## config.mk

```make
export PLATFORM = sky130hd
export DESIGN_NAME = pwm_sched_ctrl
export DESIGN_NICKNAME = d
export VERILOG_FILES = /design/src/rtl/pwm_sched_ctrl.sv
export SDC_FILE = /design/constraint.sdc
export NUM_CORES = 1
export LEC_CHECK = 0
export ABC_AREA = 1
export CORE_MARGIN = 8
export CORE_UTILIZATION = 55
export CTS_CLUSTER_DIAMETER = 60
export CTS_CLUSTER_SIZE = 16
export DETAILED_ROUTE_END_ITERATION = 10
export GPL_ROUTABILITY_DRIVEN = 0
export PLACE_DENSITY = 0.88
export SLEW_MARGIN = 15
export SYNTH_ARGS = -nofsm -noshare
export SYNTH_HDL_FRONTEND = slang
export SYNTH_SLANG_ARGS = --single-unit
```

## constraint.sdc

```tcl
create_clock -name clk -period 8.6 [get_ports clk]
set_input_delay 1.72 -clock clk [delete_from_list [all_inputs] [get_ports clk]]
set_output_delay 1.72 -clock clk [all_outputs]
set_load 0.01 [all_outputs]
```

## src/rtl/pwm_sched_ctrl.sv

```systemverilog
// PWM sequencing controller: free-running period timer, registered PWM output, and a
// shadowed period/duty update path that only commits on a period boundary.
module pwm_sched_ctrl #(
  parameter int WIDTH      = 32,
  parameter int DEF_PERIOD = 100,
  parameter int DEF_DUTY   = 50
) (
  input  logic             clk,
  input  logic             rst,
  input  logic             en,
  input  logic             cfg_valid,
  output logic             cfg_ready,
  input  logic [WIDTH-1:0] cfg_period,
  input  logic [WIDTH-1:0] cfg_duty,
  output logic             cfg_err,
  output logic             out,
  output logic [WIDTH-1:0] timer,
  output logic             period_end,
  output logic             running
);

  typedef enum logic [1:0] {IDLE, RUN, PEND} state_t;

  localparam logic [WIDTH-1:0] ONE   = WIDTH'(1);
  localparam logic [WIDTH-1:0] DEF_P = WIDTH'(DEF_PERIOD);
  localparam logic [WIDTH-1:0] DEF_D = WIDTH'(DEF_DUTY);

  state_t           state_q, state_nx;
  logic [WIDTH-1:0] timer_q, timer_nx;
  logic [WIDTH-1:0] act_period_q, act_period_nx;
  logic [WIDTH-1:0] act_duty_q, act_duty_nx;
  logic [WIDTH-1:0] shd_period_q, shd_period_nx;
  logic [WIDTH-1:0] shd_duty_q, shd_duty_nx;
  logic             out_q, out_nx;
  logic             cfg_err_q, cfg_err_nx;
  logic             accept, cfg_ok, boundary;

  assign cfg_ready  = (state_q != PEND);
  assign running    = (state_q != IDLE);
  assign accept     = cfg_valid && cfg_ready;
  assign cfg_ok     = accept && (cfg_period != '0);
  assign boundary   = (state_q != IDLE) && (timer_q == act_period_q - ONE);
  assign period_end = boundary;
  assign timer      = timer_q;
  assign out        = out_q;
  assign cfg_err    = cfg_err_q;

  always_comb begin
    state_nx      = state_q;
    timer_nx      = timer_q;
    act_period_nx = act_period_q;
    act_duty_nx   = act_duty_q;
    shd_period_nx = shd_period_q;
    shd_duty_nx   = shd_duty_q;
    cfg_err_nx    = accept && (cfg_period == '0);
    case (state_q)
      IDLE: begin
        timer_nx = '0;
        if (cfg_ok) begin
          act_period_nx = cfg_period;
          act_duty_nx   = cfg_duty;
        end
        if (en) state_nx = RUN;
      end
      RUN: begin
        if (boundary) begin
          timer_nx = '0;
          if (!en) begin
            state_nx = IDLE;
            // Stopping: no later boundary exists, so a same-edge config lands directly.
            if (cfg_ok) begin
              act_period_nx = cfg_period;
              act_duty_nx   = cfg_duty;
            end
          end else if (cfg_ok) begin
            shd_period_nx = cfg_period;
            shd_duty_nx   = cfg_duty;
            state_nx      = PEND;
          end
        end else begin
          timer_nx = timer_q + ONE;
          if (cfg_ok) begin
            shd_period_nx = cfg_period;
            shd_duty_nx   = cfg_duty;
            state_nx      = PEND;
          end
        end
      end
      PEND: begin
        if (boundary) begin
          timer_nx      = '0;
          act_period_nx = shd_period_q;
          act_duty_nx   = shd_duty_q;
          shd_period_nx = '0;
          shd_duty_nx   = '0;
          state_nx      = en ? RUN : IDLE;
        end else begin
          timer_nx = timer_q + ONE;
        end
      end
      default: begin
        state_nx = IDLE;
        timer_nx = '0;
      end
    endcase
    // Output uses next-cycle timer and settings so a new period starts with its own duty.
    out_nx = (state_nx != IDLE) && (timer_nx < act_duty_nx);
  end

  always_ff @(posedge clk or posedge rst) begin
    if (rst) begin
      state_q      <= IDLE;
      timer_q      <= '0;
      out_q        <= 1'b0;
      cfg_err_q    <= 1'b0;
      act_period_q <= DEF_P;
      act_duty_q   <= DEF_D;
      shd_period_q <= '0;
      shd_duty_q   <= '0;
    end else begin
      state_q      <= state_nx;
      timer_q      <= timer_nx;
      out_q        <= out_nx;
      cfg_err_q    <= cfg_err_nx;
      act_period_q <= act_period_nx;
      act_duty_q   <= act_duty_nx;
      shd_period_q <= shd_period_nx;
      shd_duty_q   <= shd_duty_nx;
    end
  end

endmodule

```

Yosys cells after proc, flatten, opt, wreduce, memory -nomap -nowiden
Cells that the tools add are included.
Word-level totals
  register bits after elaboration: 164
  latch bits: 0
  RAM bits: 0
  memory bits (read-only): 0
  bits of input ports: 68
  output and inout port bits: 37
  logic and storage cells: 62
  memories kept: 0
Operators by class
  add/subtract/negate cells: 2
  multipliers: 0
  divide/modulo/power cells: 0
  $lt $le $gt $ge: 1
  eq/ne operators: 8
  shift-type cells: 0
  muxes and demuxes: 28
  bitwise operators: 0
  reductions and logical operators: 15
Operator list (number)
  $mux W32: 17
  $pmux W32 S3: 2
  $pmux W32 S2: 2
  $add A32 B1 Y32 const B: 1
  $eq A32 B32 Y1: 1
  $logic_not A32 Y1: 1
  $lt A32 B32 Y1: 1
  $reduce_bool A32 Y1: 1
  $sub A32 B1 Y32 const B: 1
  $mux W2: 5
  $ne A2 B2 Y1 const B: 4
  $pmux W2 S3: 1
  $reduce_bool A2 Y1: 3
  $logic_and A1 B1 Y1: 5
  $reduce_and A4 Y1: 1
  $ne A3 B3 Y1 const B: 1
  $reduce_and A3 Y1: 1
  $reduce_bool A3 Y1: 1
  $eq A2 B1 Y1 const B: 1
  $eq A2 B2 Y1 const B: 1
  $logic_not A2 Y1: 1
  $reduce_or A2 Y1: 1
  $mux W1: 1

Longest topological paths before layout
  depth after elaboration: 9
  gate-level depth with buffers: 35
  gate-level depth less buffers: 33

Worst setup path before layout
OpenSTA, ideal clock, no wires.
  kind: in2reg
  start point: input cfg_period[14]
  end point: register out_q, in the netlist out
  library setup time: 0.078 ns
  arrival time: 4.444 ns
  required time: 8.522 ns
  slack: 4.079 ns
  stages: 22
  buffers on the path: 1
  cell sequence: nor2_1 > nand2_1 > nor2_1 > nand4_1 > nand2_1 > clkinv_1 > clkbuf_1 > nand2_1 > o21ai_0 > o211ai_1 > nand4_1 > o21ai_0 > ha_1 > a21oi_1 > o21ai_0 > nand3_1 > a21oi_1 > a211oi_1 > nor2_1 > a2111oi_0 > o211ai_1 > a21oi_1
On the way
  word-level cells in the longest chain between the ends: 8
  elaborated cells between the ends (all ways): 13
  classes of those cells: order compare: 1; mux: 8; reduce/logical: 4
RTL lines
  from (decl): line 13  | input logic [WIDTH-1:0] cfg_period,
  $reduce_bool A32 Y1 (*): line 41  | assign cfg_ok = accept && (cfg_period != '0);
  $logic_and A1 B1 Y1 (*): line 41
  $mux W32 / $mux W2 (equally long branches)
  $mux W32 / $mux W2 (equally long branches): line 68  | if (!en) begin
  $mux W32 / $mux W2 (equally long branches): line 66  | if (boundary) begin
  $pmux W32 S3 / $pmux W2 S3 (equally long branches): line 56  | case (state_q)
  $lt A32 B32 Y1 / $reduce_bool A2 Y1 (equally long branches): line 107  | out_nx = (state_nx != IDLE) && (timer_nx < act_duty_nx);
  $logic_and A1 B1 Y1 (*): line 107
  named net out_nx: line 34  | logic out_q, out_nx;
  to (signal assigned): line 123  | out_q <= out_nx;
  to (decl): line 34
Mark *: on every way through the listed nets, which the timed path passes. The rest lies on a longest branch.
A chain may end at the register's enable or synchronous reset.

Worst setup path in the final report
  start point: input cfg_period[10]
  end point: register out_q, in the netlist out
Same word-level chain as after synthesis.

==> impl_metrics.csv <==
group,metric,value,unit
finish,final_cell_area,0.0127,mm^2
logic_synthesis,syn_area_per_cell,7.05,um^2
clock_network,cts-resized-gates,0,
timing,tns,0,ps
place,dp_hpwl,23200,um
clock_network,tritoncts,"done",
place,dp.cells,1867,
pwr,total_leakage_power,5.84,nW
timing,setup_violations,0,
pwr,p_per_area,326,mW/mm^2
grt,grt_pass1_wl,53100,um
timing,period_share,70.8,%
place,place_area,0.0121,mm^2
setup_path,cp-start-kind,"input pin",
detailed_routing,drtIter0Drc,1475,
detailed_routing,wl_per_cell,17.3,um
detailed_routing,routed_via_density,5.95,
detailed_routing,drt_wl_total,32900,um
setup_path,crit_required,8970,ps
die,start_util,56.2,%
die,die_x,157,um
logic_synthesis,ys_seq_elements,164,
detailed_routing,drc,0,
min_path,hp-class,"reg -> reg",
clock_network,clk_latency,440,ps
logic_synthesis,synth_edf_count,0,
timing,tightest_slew,1110,ps
logic_synthesis,ys_seq_area_share,37.5,%
setup_path,path_max_fanout,41,
clock_network,cts_made_buffers,17,
detailed_routing,drt_first_pass_iters,9,
timing,final_hold_viol_count,0,
logic_synthesis,netlist_top_cells_area,"dfrtp_1 (36%), nand2_1 (12%), inv_1 (6.7%)",
timing,clock.fmax,164,MHz
clock_network,path_clk_slew,70,ps
place,io_buffers,104,
logic_synthesis,netlist_instances,1556,
finish,final_cells,1900,
detailed_routing,ant_nets,0,
die,rows,51,
die,die_h,157,um
clock_network,htree_num_levels,4,
timing,clock_skew,6.95,ps
die,coreArea,0.0195,mm^2
logic_synthesis,synth-main-ff-cell,"dfrtp_1",
finish,layout.nets,1727,
detailed_routing,vias,11300,
grt,grtUsageTotal,27.0,%
grt,antenna_found_initial,0,
logic_synthesis,yosysTopAreaCell,"dfrtp_1",
grt,grt_max_degree,109,
pwr,peakVddDrop,0.000273,V
timing,max_slew_margin,26.3,%
timing,min_period,6090,ps
die,ios,105,
clock_network,hold_buffers,0,
logic_synthesis,ys_warn_count,0,
finish,nFillCells,1608,
grt,overflow,0,
clock_network,post_cts_buffers,0,
finish,drive_gt1_share,5.02,%
logic_synthesis,async_flop_share,100,%
grt,grt_pass1_vias,10600,
setup_path,critPathArrivalTime,6460,ps
timing,rsz0062_at_grt,"no",
run,drv_cap,0,
die,dieArea,0.0247,mm^2
clock_network,cts.sinks,164,
timing,maxSlewViolCount,0,
finish,synthToLayoutAreaGrowth,16.2,%
setup_path,end_kind,"register",
logic_synthesis,synth.cell_area,0.0110,mm^2
logic_synthesis,synth.top_cell.area_share,36.0,%
logic_synthesis,ys_types,47,
clock_network,clk_path_buf_depth,2,
finish,antenna_cells,0,
run_status,outcome,"complete, no violations",
logic_synthesis,syn-num-nets,1661,
setup_path,worst-setup-path-type,"in -> reg",
clock_network,root_buffer,"clkbuf_16",
-- cell type report --
class,instances,area (um^2),share of cell area [%]
clock inverters,13,170,1.33
clock buffers,19,453,3.55
multi-input cells,1117,5760,45.2
well taps,265,332,2.60
repair buffers,115,1140,8.97
inverters,207,782,6.13
flip-flops and latches,164,4110,32.3
-- state kept, by name, summed over array words and instances, names as in the netlist --
signal        flops
out               1
act_period_q     32
shd_duty_q       32
state_q           2
shd_period_q     32
timer            32
cfg_err           1
act_duty_q       32
-- synth_stat cells, drive strengths merged (2+ instances only) --
cell and n:
nor3 20, nand2 367, o21ai 176, nor2 169, clkbuf 42, xnor2 14
o211ai 18, a221oi 3, inv 203, nor4 9, o22ai 18, o21a 22
nor3b 4, a211oi 4, buf 26, a2111oi 3, dfstp 6, a21oi 73
dfrtp 158, a31oi 22, xor2 29, o21bai 4, nand4 37, clkinv 4
o2111ai 2, or2 3, ha 37, nand3b 5, nand3 72, and3 2
-- metrics by stage --
stage,setup slack [ps],hold slack (ps),util (%),power (W)
floorplan,2460,464,-,0.00277
global placement,2400,472,62.0,0.00317
detailed placement,2190,480,62.0,0.00327
CTS,2630,494,65.1,0.00411
global route,2090,505,65.3,0.00448
finish,2510,492,65.3,0.00416
-- critical path: stages --
cell,delay (ps)
clkdlybuf4s50_1,430
nor2_1,210
nand2_1,80
nor2_1,110
nand4_1,150
nand2_1,240
clkinv_1,900
o21ai_0,590
o211ai_1,160
nand4_1,130
o21ai_0,130
ha_1,340
a21oi_1,140
o21ai_0,90
nand3_1,80
a21oi_1,60
a211oi_1,180
nor2_1,60
a2111oi_0,320
o211ai_1,170
a21oi_1,140
-- path summary, 6_finish.rpt --
kind,from,to,slack (ps),depth (start not counted)
worst min-delay path,shd_period_q[15],shd_period_q[15],490,1
worst max register to register,act_period_q[1],out,3060,27
worst max-delay path,cfg_period[10],out,2510,21
worst min register to register,shd_period_q[15],shd_period_q[15],490,1
min in group asynchronous,rst,shd_period_q[7],1810,2
max in group asynchronous,rst,act_period_q[2],5560,4
-- routing by layer --
metal / GRT usage [%] / part of all wire [%] / routed length [um]
met1: 35.8 / 40 / 13300
met2: 40.6 / 44 / 14500
met3: 6.55 / 11 / 3750
met4: 13.1 / 4.2 / 1370
met5: 0 / 0 / 0
-- layout by cell type, fill, tap and decap left out, drive strengths merged --
cell           count
nand2            367
inv              207
o21ai            176
nor2             169
dfrtp            158
clkdlybuf4s50    104
a21oi             73
nand3             72
nand4             37
ha                37
xor2              29
o21a              22
a31oi             22
nor3              20
clkbuf            19
o22ai             18
o211ai            18
xnor2             14
buf               11
nor4               9
clkinv             8
dfstp              6
nand3b             5
o21bai             4
nor3b              4
a211oi             4
or2                3
a2111oi            3
bufinv             3
a221oi             3
and3               2
o2111ai            2
clkinvlp           2
o211a              1
a21o               1
a21boi             1
or3b               1
-- report_power, final --
| group | switching, W | internal, W | total (W) |
|---|---|---|---|
| sequential | 0.000209 | 0.00109 | 0.00130 |
| combinational | 0.00137 | 0.000675 | 0.00204 |
| clock | 0.000343 | 0.000477 | 0.000820 |
-- cell families after synthesis --
logic type | Yosys count | synth area share, %
compound gates | 348 | 18.3
xor+xnor | 43 | 3.43
fa+ha+maj | 37 | 4.22
buf+inv | 275 | 10.2
flops | 164 | 37.5
simple gates | 689 | 26.4
No activity file was read; power rests on OpenSTA's default activity.
